## config.mk

```make
export PLATFORM = sky130hd
export DESIGN_NAME = wb_port_arbiter_flat
export DESIGN_NICKNAME = d
export VERILOG_FILES = /design/src/rtl/pkg_parameters.sv /design/src/rtl/wb_port_arbiter_if.sv /design/src/rtl/rr_arbiter2.sv /design/src/rtl/wb_port_arbiter.sv /design/src/flat_wrapper.sv
export SDC_FILE = /design/constraint.sdc
export NUM_CORES = 1
export LEC_CHECK = 0
export BUFFER_PORTS_ARGS = -buffer_cell sky130_fd_sc_hd__buf_2
export CORE_AREA = 2 2 101 103
export DETAILED_ROUTE_END_ITERATION = 8
export DIE_AREA = 0 0 103 105
export GPL_TIMING_DRIVEN = 0
export PLACE_DENSITY = 0.68
export SLEW_MARGIN = 20
export SYNTH_ARGS = -nofsm -noshare
export SYNTH_HDL_FRONTEND = slang
export SYNTH_HIERARCHICAL = 1
export SYNTH_SLANG_ARGS = --single-unit
```

## constraint.sdc

```tcl
create_clock -name clk -period 1.4 [get_ports clk]
set_input_delay 0.07 -clock clk [delete_from_list [all_inputs] [get_ports clk]]
set_output_delay 0.07 -clock clk [all_outputs]
set_load 0.05 [all_outputs]
```

## src/rtl/pkg_parameters.sv

```systemverilog
// Shared widths and the write-port payload type for the writeback arbiter.
package pkg_parameters;

  localparam int unsigned XLEN           = 32;
  localparam int unsigned REG_ADDR_WIDTH = 5;
  localparam int unsigned NUM_WB_REQ     = 2;

  // One writeback request as seen by the register-file write port.
  typedef struct packed {
    logic [REG_ADDR_WIDTH-1:0] addr;
    logic [XLEN-1:0]           data;
  } wb_req_t;

endpackage

```

## src/rtl/wb_port_arbiter_if.sv

```systemverilog
// Request-side bundle: per-requester valid/ready handshake with address and data.
interface wb_port_arbiter_if;
  import pkg_parameters::*;

  logic [NUM_WB_REQ-1:0]                     req_valid;
  logic [NUM_WB_REQ-1:0]                     req_ready;
  logic [NUM_WB_REQ-1:0][REG_ADDR_WIDTH-1:0] req_addr;
  logic [NUM_WB_REQ-1:0][XLEN-1:0]           req_data;

  modport master (
    output req_valid,
    output req_addr,
    output req_data,
    input  req_ready
  );

  modport slave (
    input  req_valid,
    input  req_addr,
    input  req_data,
    output req_ready
  );

endinterface

```

## src/rtl/rr_arbiter2.sv

```systemverilog
// Two-way round-robin grant with a one-bit pointer toward the favoured requester.
module rr_arbiter2 (
  input  logic       clk,
  input  logic       rst,
  input  logic [1:0] req_valid,
  input  logic       hold,
  output logic [1:0] grant_c
);

  logic rr_ptr;

  // Combinational one-hot grant; suppressed during hold and reset.
  always_comb begin
    grant_c = 2'b00;
    if (!rst && !hold) begin
      case (req_valid)
        2'b01:   grant_c = 2'b01;
        2'b10:   grant_c = 2'b10;
        2'b11:   grant_c = rr_ptr ? 2'b10 : 2'b01;
        default: grant_c = 2'b00;
      endcase
    end
  end

  // Pointer moves to the requester that lost (or was idle) after any transfer.
  always_ff @(posedge clk) begin
    if (rst) begin
      rr_ptr <= 1'b0;
    end else if (|grant_c) begin
      rr_ptr <= grant_c[0];
    end
  end

endmodule

```

## src/rtl/wb_port_arbiter.sv

```systemverilog
// Writeback port arbiter: selects one of two requesters per cycle, registers the
// register-file write, and forwards the pending write onto the rs read ports.
module wb_port_arbiter
  import pkg_parameters::*;
#(
  parameter bit BYPASS_EN = 1'b1
) (
  input  logic                                 clk,
  input  logic                                 rst,
  wb_port_arbiter_if.slave                     wb,
  input  logic                                 wb_hold,
  output logic                                 rd_web,
  output logic [REG_ADDR_WIDTH-1:0]            rd_addr,
  output logic [XLEN-1:0]                      rd_data,
  input  logic [NUM_WB_REQ-1:0][REG_ADDR_WIDTH-1:0] rs_addr,
  input  logic [NUM_WB_REQ-1:0][XLEN-1:0]      rs_rf_data,
  output logic [NUM_WB_REQ-1:0][XLEN-1:0]      rs_data
);

  logic [1:0] grant_c;
  wb_req_t    sel_c;

  rr_arbiter2 u_arb (
    .clk       (clk),
    .rst       (rst),
    .req_valid (wb.req_valid),
    .hold      (wb_hold),
    .grant_c   (grant_c)
  );

  assign wb.req_ready = grant_c;

  // Payload of the granted requester.
  always_comb begin
    sel_c.addr = wb.req_addr[0];
    sel_c.data = wb.req_data[0];
    if (grant_c[1]) begin
      sel_c.addr = wb.req_addr[1];
      sel_c.data = wb.req_data[1];
    end
  end

  // Write stage: one-cycle latency; x0 writes are consumed without a strobe.
  always_ff @(posedge clk) begin
    if (rst) begin
      rd_web  <= 1'b0;
      rd_addr <= '0;
      rd_data <= '0;
    end else begin
      rd_web <= (|grant_c) && (sel_c.addr != '0);
      if (|grant_c) begin
        rd_addr <= sel_c.addr;
        rd_data <= sel_c.data;
      end
    end
  end

  // Bypass: each read port independently picks up the pending write on a match.
  always_comb begin
    rs_data = rs_rf_data;
    for (int unsigned k = 0; k < NUM_WB_REQ; k++) begin
      if (BYPASS_EN && rd_web && (rs_addr[k] != '0) && (rs_addr[k] == rd_addr)) begin
        rs_data[k] = rd_data;
      end
    end
  end

endmodule
```

## src/flat_wrapper.sv

```systemverilog
// flat-port wrapper written by rule: the top's interface ports become plain ports
module wb_port_arbiter_flat import pkg_parameters::*;
#(
  parameter bit BYPASS_EN = 1'b1
)
  (clk, rst, wb_hold, rd_web, rd_addr, rd_data, rs_addr, rs_rf_data, rs_data, wb_req_valid, wb_req_addr, wb_req_data, wb_req_ready);
  wb_port_arbiter_if wb_i ();
  input  logic clk;
  input  logic rst;
  input  logic wb_hold;
  output logic rd_web;
  output logic [REG_ADDR_WIDTH-1:0] rd_addr;
  output logic [XLEN-1:0] rd_data;
  input  logic [NUM_WB_REQ-1:0][REG_ADDR_WIDTH-1:0] rs_addr;
  input  logic [NUM_WB_REQ-1:0][XLEN-1:0] rs_rf_data;
  output logic [NUM_WB_REQ-1:0][XLEN-1:0] rs_data;
  input wire logic [$bits(wb_i.req_valid)-1:0] wb_req_valid;
  input wire logic [$bits(wb_i.req_addr)-1:0] wb_req_addr;
  input wire logic [$bits(wb_i.req_data)-1:0] wb_req_data;
  output wire logic [$bits(wb_i.req_ready)-1:0] wb_req_ready;
  assign wb_i.req_valid = wb_req_valid;
  assign wb_i.req_addr = wb_req_addr;
  assign wb_i.req_data = wb_req_data;
  assign wb_req_ready = wb_i.req_ready;
  wb_port_arbiter #(.BYPASS_EN(BYPASS_EN)) u_core (.clk(clk), .rst(rst), .wb(wb_i), .wb_hold(wb_hold), .rd_web(rd_web), .rd_addr(rd_addr), .rd_data(rd_data), .rs_addr(rs_addr), .rs_rf_data(rs_rf_data), .rs_data(rs_data));
endmodule
```

; Word-level counts from Yosys, hierarchy flattened
; Cells that the tools add are included.
[totals]
out_inout_bits = 104
register_bits = 39
[op_classes]
n_reduce_logical = 12
eq_ne = 5
n_mux = 6
[op_table]
columns = op, n
row1 = 2-to-1 mux 32 bit, 2
row2 = 2-to-1 mux 37 bit, 1
row3 = nonzero test 5 bit, 3
row4 = == test 5 bit, 2
row5 = logical AND 1 bit, 6
row6 = case mux 2 bit (3 select lines), 1
row7 = == test 2 bit (second input constant), 2
row8 = 2-to-1 mux 2 bit, 2
row9 = == test 2 x 1 -> 1 bit (second input constant), 1
row10 = logical NOT 1 bit, 2
row11 = OR reduction 2 bit, 1

; Logic depth before layout (Yosys ltp)
; Gate-level depths: netlist of the first run.
[depth]
ltp_word = 6
mapped_depth = 8
mapped_depth_nobuf = 6

; By module
; Netlist of the first run, hierarchy kept.
[by_module_without_submodules]
columns = module, area_per_inst_um2, cells_each, seq_area_each_um2, n_inst
row1 = wb_port_arbiter, 2777.7, 299, 760.7, 1
row2 = rr_arbiter2, 81.3, 10, 20.0, 1

; Worst setup path before layout of the first run
; No wires, ideal clock.
[synth_path]
kind = reg-to-output
start = reg u_core.rd_addr[3]
end = out rs_data[43] in the netlist's numbering
stages_incl_launch_ff = 6
arrival_ns = 2.090
t_required_ns = 1.330
slack_ns = -0.760
path_cell_list = dfxtp_1 xnor2_1 nand3_1 a211oi_2 buf_6 mux2_1
[synth_lines]
columns = item, line_no
row1 = start: declaration, wb_port_arbiter.sv:13  ; output logic [REG_ADDR_WIDTH-1:0] rd_addr,
row2 = start signal: assignment, wb_port_arbiter.sv:52  ; rd_addr <= sel_c.addr;
row3 = end: declaration, flat_wrapper.sv:16  ; output logic [NUM_WB_REQ-1:0][XLEN-1:0] rs_data;

==> results of run 1 <==
-- worst register-to-register path: cells and delay by family (launching register included) --
family / cells / cell delay (ps)
and+or+nand+nor: 4 / 370
DFF: 1 / 330
buffers and inverters: 2 / 280
muxes: 1 / 180
AOI/OAI and AO/OA: 1 / 150
-- how the worst min path moves through the flow --
stage / slack [ps] / to / depth (start not counted)
global placement: 300 / u_core/rd_data[18]$_SDFFE_PP0P_ / 3
detailed placement: 300 / u_core/rd_data[13]$_SDFFE_PP0P_ / 3
finish: 10 / u_core/rd_data[20]$_SDFFE_PP0P_ / 3
floorplan: 180 / u_core/u_arb/rr_ptr$_SDFFE_PP0P_ / 1
CTS: 0.1 / u_core/rd_data[26]$_SDFFE_PP0P_ / 3
global route: 20 / u_core/rd_data[18]$_SDFFE_PP0P_ / 3
-- cells in the mapped netlist (all sizes together) --
cell,n
a311oi,1
or2,1
o41ai,2
clkbuf,10
nand2,6
nand3,2
inv,1
dfxtp,39
mux2i,37
a211oi,2
nor2,79
nor2b,1
o32ai,1
nand2b,1
mux2,64
xnor2,8
buf,12
a21oi,38
and3,2
nor3,2
-- layout make-up --
class | count | area, sq um | area share [%]
tap | 133 | 166 | 3.04
clock buffer | 7 | 76.3 | 1.39
buffer | 22 | 302 | 5.50
inverter | 1 | 3.75 | 0.0685
clock inverter | 1 | 5.00 | 0.0913
timing repair buffer | 274 | 1980 | 36.0
antenna | 1 | 2.50 | 0.0457
sequential | 39 | 800 | 14.6
multi-input combinational | 247 | 2150 | 39.2
-- metrics by stage --
stage          instances  setup TNS, ps  hold WS [ps]
2_1_floorplan        309         -19620           185
6_report             725         -41270          13.1
5_1_grt              725         -47490          16.6
3_5_place_dp         698         -41390           304
4_1_cts              721         -44020        0.0980
3_3_place_gp         698         -38110           299
-- power breakdown --
part | internal, mW | leakage [nW] | switching, mW | total, mW
sequential | 1.17 | 0.322 | 0.0756 | 1.24
combinational | 0.705 | 2.33 | 0.938 | 1.64
clock | 0.351 | 0.0422 | 0.401 | 0.752
total | 2.22 | 2.70 | 1.41 | 3.64
-- state kept, by name, summed over array words and instances (netlist names) --
register	flops
u_core/rd_web	1
u_core/u_arb/rr_ptr	1
u_core/rd_addr	5
u_core/rd_data	32
-- placed cells by master, fill, tap and decap left out, types with 3 or more instances in the layout --
cell,netlist,routed
clkbuf_1,10,6
buf_12,0,15
buf_2,4,194
buf_8,0,5
buf_6,6,61
nand2_1,6,4
clkbuf_4,0,3
a21oi_1,38,38
xnor2_2,0,6
dfxtp_4,0,4
dfxtp_2,0,3
buf_4,0,5
clkbuf_8,0,6
clkbuf_16,0,5
mux2i_1,37,36
dlygate4sd3_1,0,3
nor2_1,79,77
dfxtp_1,39,32
mux2_4,40,64
-- kinds of logic after synthesis --
family / Yosys count / synth area share, %
mux: 101 / 43.4
simple gates: 94 / 13.0
compound gates: 44 / 9.02
flops: 39 / 27.3
buf+inv: 23 / 4.77
xor+xnor: 8 / 2.45
-- what timing repair did --
action                                  in CTS  in global routing
gates resized for setup                    165                 22
hold buffers                                 3                  0
endpoints found under the hold margin        3                  0
gates cloned                                 2                  4
pin swaps                                    5                 15
setup buffers                               10                  1
endpoints found under the setup margin     102                103
-- metal layers --
| metal | share of wire [%] | track usage (%) | up-vias | wire length (um) |
|---|---|---|---|---|
| met1 | 37 | 20.7 | 1601 | 4500 |
| met3 | 6.4 | 4.01 | 20 | 768 |
| met5 | 0 | 0 | - | 0 |
| met2 | 54 | 37.5 | 167 | 6500 |
| li1 | - | - | 1644 | - |
| met4 | 2.2 | 6.77 | 0 | 260 |
==> qor.csv, run 1 <==
stage,metric,value,unit
logic_synthesis,post-synth top area cell,dfxtp_1,
setup_path,cells along the critical path,"xnor2_2, nand3_1, a211oi_4, buf_12, clkbuf_16, mux2_4, buf_6",
worst_hold_path,hold_sp,wb_req_data[52],
setup_path,CP Class,flip-flop to output pin,
die,core area,0.00964,sq mm
detailed_routing,via count,3432,
setup_path,worst stage delay on the critical path,380,ps
detailed_routing,drt drc,0,
sta,RSZ-0062 raised after global routing,true,
setup_path,RR Endpoint,u_core/rd_addr[4]$_SDFFE_PP0P_,
sta,final worst slack,-669,ps
global_routing,vias in the first global route,3439,
global_routing,initial antenna violation count,1,
place,Place WS,-603,ps
place,port buffer count,256,
die,Die Area,0.0108,sq mm
worst_hold_path,worst hold path type,input pin to flip-flop,
cts,CTS tree,done,
sta,Slew @ Worst Pin,599,ps
place,Placed Area,0.00448,sq mm
logic_synthesis,top area cells in the synthesized netlist,"dfxtp_1 27%, mux2_4 21%, mux2i_1 13%",
place,gp weighted congestion,0.824,
logic_synthesis,share of the synthesized area in the top cell type,27.3,%
setup_path,worst r2r path cells,8,
setup_path,worst r2r src,u_core/u_arb/rr_ptr$_SDFFE_PP0P_,
die,Die H,105,um
cts,Bufs on Longest Clock Path,2,
status,outcome,"finished, violations left",
setup_path,CP max FO,8,
logic_synthesis,number of synthesized register bits,39,
detailed_routing,Initial DRC Count,90,
status,failing checks,setup timing,
setup_path,CP Launch Point,u_core/rd_addr[3]$_SDFFE_PP0P_,
setup_path,Stages on worst setup path,7,
die,I/O Pins,257,
setup_path,Worst Setup EP,rs_data[60],
die,Starting Density,29.7,%
power_and_ir_drop,total power draw,3.64,mW
logic_synthesis,sequential share of the synthesized area,27.3,%
setup_path,Worst Setup End Kind,output pin,
detailed_routing,post-route ant nets,0,
global_routing,largest net degree at the start of global routing,12,
final_layout,share of cells above drive strength 1,65.1,%
setup_path,slowest CP cell,dfxtp_4,
cts,clock buffer count from CTS,5,
cts,CTS root buf,clkbuf_8,
global_routing,total grt overflow,0,
setup_path,Arrival @ worst endpoint,2000,ps
power_and_ir_drop,pwr dens,663,mW/mm^2
die,die width,103,um
sta,fin crit period,2070,ps
sta,final hold vios,0,
cts,insertion delay to the later sink of the worst-skew pair,280,ps
detailed_routing,drt via density,4.73,
final_layout,final instance area,0.00548,sq mm
global_routing,first-pass GRT wire length,16.7,mm
setup_path,WP buf/inv,3,
sta,final max-slew violation count,0,
job,MaxCap Viol Count,0,
setup_path,R2R setup slack,-50,ps
sta,FMAX,483,MHz
logic_synthesis,post-synthesis cell count,309,
logic_synthesis,syn avg cell area,9.25,sq um
sta,final worst path period share,148,%
final_layout,fillers,871,
final_layout,final core utilization,56.9,%
setup_path,Critical Path Source Type,flip-flop,
detailed_routing,first drt pass iteration count,4,
logic_synthesis,Synth Warn #,6,
logic_synthesis,Syn Nets,462,
logic_synthesis,post-synthesis cell area,0.00286,sq mm
detailed_routing,DR WL/cell,16.6,um
cts,clk sink count,39,
sta,Max-slew headroom,60.1,%
final_layout,Area Overhead vs Synth,91.7,%
die,Rows,36,
power_and_ir_drop,P_leak,2.70,nW
place,Post-DP HPWL,8.87,mm
cts,clock slew seen by the registers of the worst setup and hold paths,80,ps
final_layout,NumNets Final,743,
setup_path,Worst Path Required,1330,ps
setup_path,"CP delay by family, top",buffers and inverters,
sta,skew final,5.04,ps
sta,Final Setup Violations,72,
cts,H-Tree Depth,2,
logic_synthesis,count of cell types in the netlist,24,
global_routing,Total GRT Usage,19.7,%
detailed_routing,Routed WL,12.0,mm
power_and_ir_drop,Max VDD drop,0.321,mV
(Power assumes the default switching activity.)
==> inputs of run 2 (changes only) <==
--- a/config.mk
+++ b/config.mk
@@ -11,6 +11,7 @@
 export DIE_AREA = 0 0 103 105
 export GPL_TIMING_DRIVEN = 0
 export PLACE_DENSITY = 0.68
+export REMOVE_ABC_BUFFERS = 1
 export SLEW_MARGIN = 20
 export SYNTH_ARGS = -nofsm -noshare
 export SYNTH_HDL_FRONTEND = slang
==> run 2 against run 1 <==
Net effect: the flow still finishes with violations (setup timing); non-clock buffer count shrank 5; clock power hardly changed; first-iteration DRC count increased by 61%; critical endpoint is now rs_data[61].
==> qor.csv, run 2 (synthesized netlist as in run 1, its figures left out) <==
stage,metric,value,unit
die,Starting Density,29.7,%
sta,skew final,2.23,ps
die,Die H,105,um
power_and_ir_drop,Switching Fraction,39.5,%
power_and_ir_drop,share of power burned in the clock network,20.3,%
global_routing,largest net degree at the start of global routing,42,
cts,Bufs on Longest Clock Path,2,
sta,Final Setup Violations,69,
final_layout,final core utilization,57.7,%
cts,CTS tree,done,
setup_path,cells along the critical path,"xnor2_2, nand3_2, a211oi_4, buf_6, buf_12, mux2_2, buf_6",
sta,Slew @ Worst Pin,491,ps
detailed_routing,Initial DRC Count,145,
setup_path,Worst Setup End Kind,output pin,
detailed_routing,drt drc,0,
status,failing checks,setup timing,
final_layout,fillers,837,
detailed_routing,via count,3540,
setup_path,CP Class,flip-flop to output pin,
final_layout,largest registers,"u_core/rd_data: 32 flops, u_core/rd_addr: 5 flops",
setup_path,"Top cell by count, worst path",buf_6,
setup_path,Arrival @ worst endpoint,2090,ps
final_layout,Area Overhead vs Synth,94.6,%
setup_path,CP max FO,12,
final_layout,most frequent cells in the layout,"190 x buf_2, 76 x nor2_1, 57 x buf_6, 57 x mux2_4, 36 x a21oi_1",
global_routing,initial antenna violation count,0,
power_and_ir_drop,Gate power share,46.2,%
sta,Max-slew headroom,66.9,%
global_routing,vias in the first global route,3568,
cts,H-Tree Depth,2,
sta,final max-slew violation count,0,
die,core area,0.00964,sq mm
sta,Setup Total Neg Slack,-44710,ps
worst_hold_path,worst hold path type,input pin to flip-flop,
power_and_ir_drop,Net Sw Power,1.46,mW
cts,clock buffer count from CTS,5,
detailed_routing,Routed WL,13.6,mm
power_and_ir_drop,internal power,2.24,mW
die,Die Area,0.0108,sq mm
power_and_ir_drop,Max VDD drop,0.342,mV
final_layout,number of flip-flops in the largest register,32,
cts,CTS root buf,clkbuf_8,
detailed_routing,DR WL/cell,18.7,um
power_and_ir_drop,total power draw,3.70,mW
setup_path,Critical Path Source Type,flip-flop,
sta,RSZ-0062 raised after global routing,true,
global_routing,Total GRT Usage,21.9,%
sta,fin crit period,2160,ps
cts,clock slew seen by the registers of the worst setup and hold paths,80,ps
detailed_routing,first drt pass iteration count,4,
place,port buffer count,256,
sta,final worst path period share,155,%
place,gp weighted congestion,0.755,
sta,FMAX,462,MHz
setup_path,worst stage delay on the critical path,410,ps
job,MaxCap Viol Count,0,
cts,insertion delay to the later sink of the worst-skew pair,290,ps
setup_path,Worst Path Required,1330,ps
place,Place WS,-785,ps
die,die width,103,um
final_layout,Largest Register,u_core/rd_data,
die,I/O Pins,257,
global_routing,total grt overflow,0,
status,outcome,"finished, violations left",
sta,final hold vios,0,
final_layout,NumNets Final,745,
detailed_routing,drt via density,4.88,
power_and_ir_drop,P_leak,2.72,nW
final_layout,share of cells above drive strength 1,67.1,%
global_routing,first-pass GRT wire length,18.2,mm
power_and_ir_drop,Seq pwr share,33.6,%
setup_path,slowest CP cell,dfxtp_4,
detailed_routing,post-route ant nets,0,
place,Post-DP HPWL,7.24,mm
final_layout,ANT cells,0,
final_layout,"most common cell after layout, fill and taps aside",buf_2,
sta,final worst slack,-764,ps
cts,clk sink count,39,
die,Rows,36,
power_and_ir_drop,pwr dens,665,mW/mm^2
-- run 2: cell types whose count changed in the layout (fill, tap and decap cells not counted), moves of 4 or more --
cell / change
mux2_2: +7
clkbuf_1: -4
and3_4: +7
mux2_4: -7
buf_2: -4
buf_12: -5
buf_4: +4
buf_8: +14
buf_6: -4
-- run 2: critical path: cells and delay by family, from the launching register on --
family,cells,cell delay [ps]
AOI/OAI and AO/OA,1,300
DFF,1,410
xor gates and xnor gates,1,130
and+or+nand+nor,1,120
muxes,1,360
buffers and inverters,3,470
-- run 2: power by group through the flow --
stage	logic [mW]	registers [mW]	clock network, mW
final	1.71	1.24	0.750
after global routing	1.79	1.25	0.841
after CTS	1.59	1.23	0.779
after detailed placement	1.34	1.26	0
after global placement	1.32	1.25	0
after floorplan	0.733	1.44	0
-- run 2: layout make-up --
type	count	area, sq um	area share (%)
timing repair buffer	291	2270	40.8
multi-input combinational	254	2250	40.4
sequential	39	798	14.3
tap	133	166	2.99
clock buffer	7	76.3	1.37
clock inverter	1	5.00	0.0899
inverter	1	3.75	0.0675
-- run 2: routing by layer --
metal  wire length (um)  track usage, %  up-vias  part of all wire, %
li1                   -               -     1654                    -
met1               5320            24.5     1708                   39
met2               7250            42.2      168                   53
met3                883            3.81       10                  6.5
met4                113            4.32        0                 0.83
met5                  0               0        -                    0
-- run 2: repair_timing --
action                                  CTS  global route
pin swaps                                 9            12
hold buffers                              2             0
resized for setup                       177            50
endpoints found under the setup margin  104           103
setup buffers                            19             5
hold endpoints to repair                  2             0
cloned                                    7             4
-- run 2: final timing paths --
check	start	cells after the start	to	slack [ps]
worst max-delay path	u_core/rd_addr[0]$_SDFFE_PP0P_	7	rs_data[61]	-760
worst min-delay path	wb_req_data[58]	3	u_core/rd_data[26]$_SDFFE_PP0P_	20
worst max register to register	u_core/u_arb/rr_ptr$_SDFFE_PP0P_	7	u_core/rd_data[24]$_SDFFE_PP0P_	-90
worst min register to register	u_core/u_arb/rr_ptr$_SDFFE_PP0P_	2	u_core/u_arb/rr_ptr$_SDFFE_PP0P_	530
-- run 2: per-stage QoR --
stage                     std cells  hold WS [ps]  cell area (sq um)
after global routing            726          4.31               5560
final                           726          15.6               5560
after global placement          676           297               4170
after floorplan                 287           142               2730
after detailed placement        681           308               4260
after CTS                       717          1.28               5220
==> inputs of run 3 (changes only) <==
--- a/config.mk
+++ b/config.mk
@@ -12,6 +12,7 @@
 export GPL_TIMING_DRIVEN = 0
 export PLACE_DENSITY = 0.68
 export REMOVE_ABC_BUFFERS = 1
+export SKIP_CTS_REPAIR_TIMING = 1
 export SLEW_MARGIN = 20
 export SYNTH_ARGS = -nofsm -noshare
 export SYNTH_HDL_FRONTEND = slang
==> run 3 against run 2 <==
Net effect: the run still ends with setup timing left; clock skew grew 2.1 ps; cell count grew 0.55%; via count grew 1.6%; critical path type unchanged; largest cell class is now multi-input combinational cells; highest routed layer unchanged.
==> qor.csv, run 3 (synthesized netlist as in run 1, its figures left out) <==
stage,metric,value,unit
status,failing checks,setup timing,
place,gp weighted congestion,0.755,
final_layout,area of the multi-input gates,0.00226,sq mm
detailed_routing,drt drc,0,
sta,Max-slew headroom,55.2,%
cts,clock slew seen by the registers of the worst setup and hold paths,80,ps
global_routing,total grt overflow,0,
global_routing,met3 Use GR,3.08,%
job,MaxCap Viol Count,0,
detailed_routing,via count,3595,
cts,insertion delay to the later sink of the worst-skew pair,290,ps
setup_path,Worst Setup End Kind,output pin,
die,Die Area,0.0108,sq mm
final_layout,"most common cell after layout, fill and taps aside",buf_2,
cts,clock buffer count from CTS,5,
setup_path,slowest CP cell,dfxtp_4,
setup_path,CP max FO,6,
cts,H-Tree Depth,2,
sta,skew final,4.37,ps
power_and_ir_drop,internal power,2.21,mW
sta,FMAX,469,MHz
sta,fin crit period,2130,ps
final_layout,share of cells above drive strength 1,67.2,%
final_layout,number of flip-flops in the largest register,32,
power_and_ir_drop,Seq pwr share,33.8,%
power_and_ir_drop,share of power burned in the clock network,20.5,%
power_and_ir_drop,Net Sw Power,1.46,mW
setup_path,Worst Path Required,1330,ps
detailed_routing,drt via density,4.92,
setup_path,Critical Path Source Type,flip-flop,
final_layout,Area Overhead vs Synth,92.8,%
final_layout,NumNets Final,749,
global_routing,vias in the first global route,3012,
place,port buffer count,256,
setup_path,"Top cell by count, worst path",buf_6,
setup_path,cells along the critical path,"xnor2_2, nand3_2, a211oi_4, buf_6, buf_12, mux2_2, buf_6",
global_routing,Total GRT Usage,15.6,%
final_layout,register area,801,sq um
sta,Slew @ Worst Pin,664,ps
global_routing,first-pass GRT wire length,13.7,mm
sta,Setup Total Neg Slack,-44080,ps
power_and_ir_drop,Max VDD drop,0.344,mV
global_routing,GR Layer Usage met2,30.5,%
cts,Bufs on Longest Clock Path,2,
detailed_routing,first drt pass iteration count,4,
detailed_routing,post-route ant nets,0,
die,core area,0.00964,sq mm
place,Place WS,-785,ps
power_and_ir_drop,Switching Fraction,39.7,%
sta,Final Setup Violations,79,
final_layout,largest registers,"u_core/rd_data: 32 flops, u_core/rd_addr: 5 flops",
global_routing,initial antenna violation count,0,
final_layout,most frequent cells in the layout,"189 x buf_2, 77 x nor2_1, 65 x buf_6",
sta,final hold vios,0,
setup_path,CP Class,flip-flop to output pin,
detailed_routing,Initial DRC Count,176,
final_layout,Largest Register,u_core/rd_data,
global_routing,GR peak layer,met2,
setup_path,Arrival @ worst endpoint,2060,ps
place,Post-DP HPWL,7.24,mm
final_layout,fillers,847,
global_routing,largest net degree at the start of global routing,78,
detailed_routing,Routed WL,13.8,mm
sta,final worst path period share,152,%
detailed_routing,DR WL/cell,18.9,um
global_routing,GR Util met1,16.8,%
die,die width,103,um
setup_path,worst stage delay on the critical path,390,ps
cts,CTS tree,done,
power_and_ir_drop,Gate power share,45.7,%
setup_path,"CP delay by family, top",buffers and inverters,
power_and_ir_drop,pwr dens,665,mW/mm^2
worst_hold_path,worst hold path type,input pin to flip-flop,
power_and_ir_drop,P_leak,2.74,nW
final_layout,ANT cells,0,
die,I/O Pins,257,
sta,final max-slew violation count,0,
cts,clk sink count,39,
die,Rows,36,
status,outcome,"finished, violations left",
sta,RSZ-0062 raised after global routing,true,
sta,final worst slack,-730,ps
die,Die H,105,um
setup_path,WP buf/inv,3,
cts,CTS root buf,clkbuf_8,
die,Starting Density,29.7,%
==> run 3: power groups by stage <==
stage | Combinational (mW) | Sequential, mW | Clock (mW)
after floorplan | 0.733 | 1.44 | 0
after global placement | 1.32 | 1.25 | 0
after detailed placement | 1.34 | 1.26 | 0
after CTS | 1.34 | 1.23 | 0.779
after global routing | 1.76 | 1.25 | 0.843
final | 1.67 | 1.24 | 0.752
==> run 3: area by class of cell <==
type | count | share of cell area, %
clock buffers | 7 | 1.38
clock inverters | 1 | 0.0908
flip-flops and latches | 39 | 14.5
repair buffers | 294 | 40.0
multi-input cells | 255 | 40.9
inverters | 1 | 0.0681
well taps | 133 | 3.02
==> run 3: metrics by stage <==
stage	cell area (sq um)	hold WS, ps	power, mW	std cells	util, %
after floorplan	2730	142	2.17	287	-
after CTS	4340	-2.89	3.35	689	45.0
final	5510	7.92	3.67	730	57.2
after detailed placement	4260	308	2.60	681	44.2
after global routing	5510	1.77	3.85	730	57.2
after global placement	4170	297	2.57	676	43.3
==> run 3: final timing paths <==
check	start	end	depth (start not counted)	slack, ps
setup / recovery	u_core/rd_addr[2]$_SDFFE_PP0P_	rs_data[61]	7	-730
hold / removal	wb_req_data[58]	u_core/rd_data[26]$_SDFFE_PP0P_	3	8
setup reg to reg	u_core/u_arb/rr_ptr$_SDFFE_PP0P_	u_core/rd_data[22]$_SDFFE_PP0P_	7	-100
hold reg to reg	u_core/u_arb/rr_ptr$_SDFFE_PP0P_	u_core/u_arb/rr_ptr$_SDFFE_PP0P_	2	540
==> run 3: tightest hold or removal path, cell delays in order <==
cell and delay, ps:
buf_2 70, a21oi_1 50, nor2_1 70
==> run 3: routing by layer <==
layer  share of wire, %  wire length [um]
met4                1.5               210
met1                 38              5300
met3                7.7              1060
met2                 52              7210
met5                  0                 0
